==> src/rtl/mult_sequencer.sv <==
// Control sequencer for the shift-add signed multiplier datapath.
// Latency: Run sampled in IDLE -> done after 1 + 2*WIDTH cycles (1 + WIDTH + popcount(B) with zero-add skip).
// Backpressure: none; a started multiply always completes, DONE holds until Run drops.
//
// Optional build macro: MULT_SKIP_ZERO_ADD_EN skips the ADD cycle for zero multiplier bits
// and adds the B1 input (B register bit 1, i.e. the multiplier LSB after the next shift).
//
// Ports:
//   Clk, Reset        - rising-edge clock, asynchronous active-high reset
//   Run               - level request to start a multiply (held Run never retriggers)
//   ClearA_LoadB      - level request, while idle, to load B and clear A/X
//   M                 - current LSB of the B register
//   B1                - bit 1 of the B register (skip build only)
//   mode              - router select: 00 clear all, 01 clear A/X, 10 add, 11 subtract
//   ld_a, ld_x, ld_b  - register load strobes
//   shift_en          - arithmetic shift of X:A:B right by one
//   busy, done        - sequence in progress / product ready
module mult_sequencer #(
  parameter int WIDTH = 8
) (
  input  logic       Clk,
  input  logic       Reset,
  input  logic       Run,
  input  logic       ClearA_LoadB,
  input  logic       M,
`ifdef MULT_SKIP_ZERO_ADD_EN
  input  logic       B1,
`endif
  output logic [1:0] mode,
  output logic       ld_a,
  output logic       ld_x,
  output logic       ld_b,
  output logic       shift_en,
  output logic       busy,
  output logic       done
);

  localparam int CW = (WIDTH > 1) ? $clog2(WIDTH) : 1;
  localparam logic [CW-1:0] LAST = CW'(WIDTH - 1);

  typedef enum logic [2:0] {
    S_IDLE,
    S_LOADB,
    S_CLRA,
    S_ADD,
    S_SHIFT,
    S_DONE
  } state_t;

  state_t        state, state_nxt;
  logic [CW-1:0] count, count_nxt;

  always_ff @(posedge Clk or posedge Reset) begin
    if (Reset) begin
      state <= S_IDLE;
      count <= '0;
    end else begin
      state <= state_nxt;
      count <= count_nxt;
    end
  end

  always_comb begin
    state_nxt = state;
    count_nxt = count;
    mode      = 2'b00;
    ld_a      = 1'b0;
    ld_x      = 1'b0;
    ld_b      = 1'b0;
    shift_en  = 1'b0;
    busy      = 1'b0;
    done      = 1'b0;

    case (state)
      S_IDLE: begin
        // Run wins over a simultaneous load request.
        if (Run)               state_nxt = S_CLRA;
        else if (ClearA_LoadB) state_nxt = S_LOADB;
      end

      S_LOADB: begin
        mode      = 2'b01;
        ld_a      = 1'b1;
        ld_x      = 1'b1;
        ld_b      = 1'b1;
        state_nxt = S_IDLE;
      end

      S_CLRA: begin
        mode      = 2'b01;
        ld_a      = 1'b1;
        ld_x      = 1'b1;
        busy      = 1'b1;
        count_nxt = '0;
`ifdef MULT_SKIP_ZERO_ADD_EN
        state_nxt = M ? S_ADD : S_SHIFT;
`else
        state_nxt = S_ADD;
`endif
      end

      S_ADD: begin
        // Only the final multiplier bit carries negative weight, so it subtracts.
        busy      = 1'b1;
        mode      = (M && (count == LAST)) ? 2'b11 : 2'b10;
        ld_a      = M;
        ld_x      = M;
        state_nxt = S_SHIFT;
      end

      S_SHIFT: begin
        busy     = 1'b1;
        mode     = 2'b10;
        shift_en = 1'b1;
        // Compare before incrementing so the counter never wraps.
        if (count == LAST) begin
          state_nxt = S_DONE;
        end else begin
          count_nxt = count + CW'(1);
`ifdef MULT_SKIP_ZERO_ADD_EN
          // B1 becomes M once this shift lands.
          state_nxt = B1 ? S_ADD : S_SHIFT;
`else
          state_nxt = S_ADD;
`endif
        end
      end

      S_DONE: begin
        mode = 2'b10;
        done = 1'b1;
        if (!Run) state_nxt = S_IDLE;
      end

      default: state_nxt = S_IDLE;
    endcase
  end

endmodule

==> config.mk <==
export PLATFORM = sky130hd
export DESIGN_NAME = mult_sequencer
export DESIGN_NICKNAME = d
export VERILOG_FILES = /design/src/rtl/mult_sequencer.sv
export SDC_FILE = /design/constraint.sdc
export NUM_CORES = 1
export LEC_CHECK = 0
export BUFFER_PORTS_ARGS = -buffer_cell sky130_fd_sc_hd__buf_2
export CORE_AREA = 2 2 39 41
export DETAILED_ROUTE_END_ITERATION = 12
export DIE_AREA = 0 0 41 43
export PLACE_DENSITY = 0.56
export SYNTH_ARGS = -nofsm -noshare
export SYNTH_HDL_FRONTEND = slang
export SYNTH_SLANG_ARGS = --single-unit
==> constraint.sdc <==
create_clock -name Clk -period 4.23 [get_ports Clk]
set_clock_uncertainty 0.05 [all_clocks]
set_input_delay 1.269 -clock Clk [delete_from_list [all_inputs] [get_ports Clk]]
set_output_delay 1.269 -clock Clk [all_outputs]
set_load 0.01 [all_outputs]
# Yosys cells after proc, flatten, opt, wreduce, memory -nomap -nowiden
# Index checks and enable logic that the tools add are counted.
dict set report op_classes {
  addsub 1
  multipliers 0
  div 0
  magnitude_cmp 0
  n_eq_ne 9
  shifts 0
  n_mux 14
  bitwise_logic 0
  reduce_logical 8
}
# operator count
set op_table {}
lappend op_table {{$mux 3} 5}
lappend op_table {{$pmux 3 s5} 1}
lappend op_table {{$eq 3x3->1 const B} 3}
lappend op_table {{$eq 3x2->1 const B} 2}
lappend op_table {{$pmux 2 s3} 1}
lappend op_table {{$pmux 3 s2} 1}
lappend op_table {{$mux 1} 5}
lappend op_table {{$ne 2x2->1 const B} 2}
lappend op_table {{$reduce_and 2->1} 2}
lappend op_table {{$reduce_or 2->1} 2}
lappend op_table {{$add 3x1->3 const B} 1}
lappend op_table {{$eq 3x1->1 const B} 1}
lappend op_table {{$logic_not 3->1} 1}
lappend op_table {{$ne 3x3->1 const B} 1}
lappend op_table {{$reduce_or 3->1} 1}
lappend op_table {{$pmux 1 s2} 1}
lappend op_table {{$reduce_bool 2->1} 1}
lappend op_table {{$logic_and 1x1->1} 1}
dict set report totals {
  register_bits 6
  latch_bits 0
  ramBits 0
  rom_bits 0
  in_bits 5
  out_inout_bits 8
  wordCells 34
  n_memories 0
}

# Longest topological paths before layout
dict set report logic_depth {
  word_depth 4
  ltp_mapped 5
  mapped_depth_nobuf 5
}

# Worst setup path after synthesis
# OpenSTA, ideal clock, no wires.
dict set report synth_path {
  path_kind {input to output}
  from {input port M}
  to {output port ld_x}
  arrival_time_ns 1.804
  required_time_ns 2.911
  setup_slack_ns 1.107
  path_stages 3
  path_buffers 1
  path_cell_list {nor2_1 -> nor3_1 -> buf_4}
}
dict set report synth_between {
  elab_chain_cells 1
}
# element line
set synth_rtl {}
lappend synth_rtl {{start, declared} 25} ;# input logic M,
lappend synth_rtl {{$pmux 1 s2} -}
lappend synth_rtl {{end, declared} 31} ;# output logic ld_x,
# Every way passes these cells.

# Worst setup path in the final report
dict set report layout_path {
  from {input port M}
  to {output port ld_a}
}
dict set report layout_between {
  elab_chain_cells 1
}
# element line
set layout_rtl {}
lappend layout_rtl {{$pmux 1 s2} 74} ;# case (state)
lappend layout_rtl {{end, declared} 30} ;# output logic ld_a,
# Every way passes these cells.

==> summary.txt <==
Synth
  – Syn avg cell area: 8.870 µm²
  – Xor/xnor share of the synthesized area: 0%
  – Post-synthesis compound-gate area fraction: 23.51%
  – Largest family of logic cells by synthesized area: compound AO/OA/AOI/OAI gates
  – Synth async-reset ratio: 100.0%
  – Synth area leaders: dfrtp_1 (38%), ha_1 (6.3%), buf_4 (5.6%), nor2_1 (4.7%), nor2b_1 (4.7%)
  – Post-Syn Nets: 52
  – Post-synth top area share: 37.62%
  – Most frequent cell after synthesis: dfrtp_1
  – Synth cell count leaders: dfrtp_1 (6), nor2_1 (5)
  – Simple-gate share of the synthesized area: 21.63%
  – Synth Cell Area: 399.1 µm²
  – Yosys warns: 0
  – Synth Instances: 45
  – Synth Register Bits: 6
  – Sequential area share after synthesis: 37.62%
  – Ys flop type: dfrtp_1
  – Post-synthesis mux area share: 2.508%
  – Dominant cell type by area after synthesis: dfrtp_1
  – Post-synthesis adder-cell area fraction: 6.270%
  – EDFF count, synth: 0
  – Count of different cell masters after synthesis: 22

Job
  – Max Cap Violations: 0

CTS
  – Total CTS buffers: 3
  – Depth of the CTS H-tree: 1
  – CTS Hold Bufs: 0
  – Clock Sinks: 6
  – PostCTS Resize Cnt: 0
  – Worst skew pair latency: 240 ps
  – Worst-path clk slew: 40 ps
  – Largest buffer count on any clock path: 2
  – Post-CTS Setup Repair Bufs: 0
  – Root Buffer: clkbuf_4
  – CTS tree: yes

Run status
  – Status: complete, no violations

Power and ir drop
  – Lkg Pwr: 0.2438 nW
  – Pwr per Cell Area: 775.4 nW/µm²
  – Flop pwr share: 35.3%
  – Combinational power share: 51.3%
  – Clock share of power: 13.5%
  – Internal Power: 0.0002040 W
  – Overall Power: 0.0003716 W
  – Switching share of power: 45.10%
  – Switching pwr: 0.0001676 W
  – Peak VDD IR: 0.2706 mV

Min path
  – Worst hold path class: register to register
  – Worst Hold End: count[2]
  – Hold Path Stages: 1
  – Hold Startpoint: count[2]

Placed design
  – Post-DP HPWL: 571.5 µm
  – Placed cells: 70
  – Routability Congestion: 0.7220
  – # port buffers: 12

Setup path
  – CP Class: input pin to output port
  – R2r endpoint: count[0]
  – CP Max Fanout: 2
  – Worst Path Arrival: 1740 ps
  – Cell Chain, Critical Path: buf_2 -> nor2_1 -> nor3_1 -> buf_2
  – Register-to-register setup slack: 2620 ps
  – CP max-delay cell: nor3_1
  – Cell mode on critical path: buf_2
  – R2r startpoint: count[0]
  – Worst endpoint required time: 2910 ps
  – CP Launch Type: input pin
  – CP endpoint kind: output port
  – Max incr delay on CP: 170 ps
  – Reg2Reg Depth: 5

Floorplanning
  – Die area: 1763 µm²
  – Row cnt: 14
  – Chip Width: 41 µm
  – Core area: 1384 µm²
  – Initial Util: 28.84%
  – Die Y: 43 µm
  – Top Ports: 13

Finish
  – Non-filler cells, final: 73
  – Fin nets: 66
  – Final Util: 34.63%
  – Area delta synth->final: 20.06%
  – Layout cell share with drive strength beyond 1: 29.82%
  – Antenna cells: 0
  – Fillers: 151

GRT
  – First-pass GRT wire length: 1304 µm
  – Remaining global-route overflow: 0
  – Largest net degree at the start of global routing: 16
  – Number of global-route vias before repair: 290
  – Initial antenna violation count: 0
  – GRT Total Usage: 11.04%

Drt
  – Routed len/inst: 10.44 µm
  – Avg Vias per Cell: 4.822
  – Drt drc: 0
  – Via count: 352
  – TritonRoute pass-1 iters: 4
  – Remaining antenna violation count: 0
  – Iteration-0 DRC Markers: 10
  – Final WL: 762 µm

STA
  – Unrepaired setup endpoints after global routing: no
  – Hold WS: 472.8 ps
  – Final number of setup-violating endpoints: 0
  – Worst-margin pin slew: 403.7 ps
  – Clock period minus worst slack: 3059 ps
  – Hold Vio Cnt, Final: 0
  – Slew headroom: 73.08%
  – Max Clk Rate: 326.9 MHz
  – Max Slew Vio Count: 0
  – Setup TNS: 0 ps
  – Crit share post-route: 72.31%
## flip-flops by register name, indices dropped and copies added (netlist names)
name and count:
state 3, count 3
## kinds of logic after synthesis
kind of cell	after synthesis
compound gates	14
fa+ha+maj	2
buf+inv	6
flops	6
mux	1
simple gates	16
## power groups by stage
| stage | Clock, W | Combinational (W) | Sequential [W] |
|---|---|---|---|
| after floorplan | 0 | 0.000173 | 0.000104 |
| after global placement | 0 | 0.000192 | 0.000133 |
| after detailed placement | 0 | 0.000193 | 0.000132 |
| after CTS | 0.0000536 | 0.000194 | 0.000131 |
| after global routing | 0.0000554 | 0.000215 | 0.000139 |
| final | 0.0000500 | 0.000191 | 0.000131 |
## critical path, delay by kind of cell
family | cells | cell delay (ps)
AND/OR/NAND/NOR | 2 | 210
buffers and inverters | 2 | 260
## stage by stage
stage | worst slack [ps] | cell area [µm²]
after floorplan | 1107 | 399.1
after global placement | 1208 | 456.7
after detailed placement | 1174 | 456.7
after CTS | 1172 | 479.2
after global routing | 1082 | 479.2
final | 1171 | 479.2
## cell usage in the layout (no fill, tap or decap)
cell	netlist	layout
buf_2	0	12
dfrtp_1	6	6
nor2_1	5	5
nor2b_1	3	3
a21oi_1	3	3
nor3_1	3	3
clkbuf_4	0	3
o21ai_1	2	2
nand2_1	2	2
o2bb2ai_1	2	2
o21ai_0	2	2
inv_1	2	2
ha_1	2	2
nor3b_2	1	1
inv_2	1	1
nor3b_1	1	1
a221o_1	1	1
nand2b_1	1	1
mux2i_1	1	1
o22ai_1	1	1
o21bai_1	1	1
o211ai_1	1	1
o311a_1	1	1
## layer usage
metal  global-route usage, %  wire (µm)  up-vias
met5                       0          0        -
met4                   8.000          0        0
met3                   3.141         23        0
met2                   10.63        349        6
met1                   18.87        389      159
li1                        -          -      187
## layout make-up
class | instances | area, µm² | share of cell area, %
Sequential cell | 6 | 150.1 | 31.33
Inverter | 3 | 11.26 | 2.350
Multi-Input combinational cell | 33 | 215.2 | 44.91
Timing Repair Buffer | 12 | 60.06 | 12.53
Tap cell | 16 | 20.02 | 4.178
Clock buffer | 3 | 22.52 | 4.700
## how the worst max path moves through the flow
| stage | end | cells past startpoint | slack [ps] | startpoint |
|---|---|---|---|---|
| 3_3_place_gp | ld_x | 4 | 1210 | M |
| 2_1_floorplan | ld_x | 3 | 1110 | M |
| 5_1_grt | ld_a | 4 | 1080 | M |
| 4_1_cts | ld_x | 4 | 1170 | M |
| 3_5_place_dp | ld_x | 4 | 1170 | M |
| 6_report | ld_a | 4 | 1170 | M |
Power figures use the tool's default switching activity.
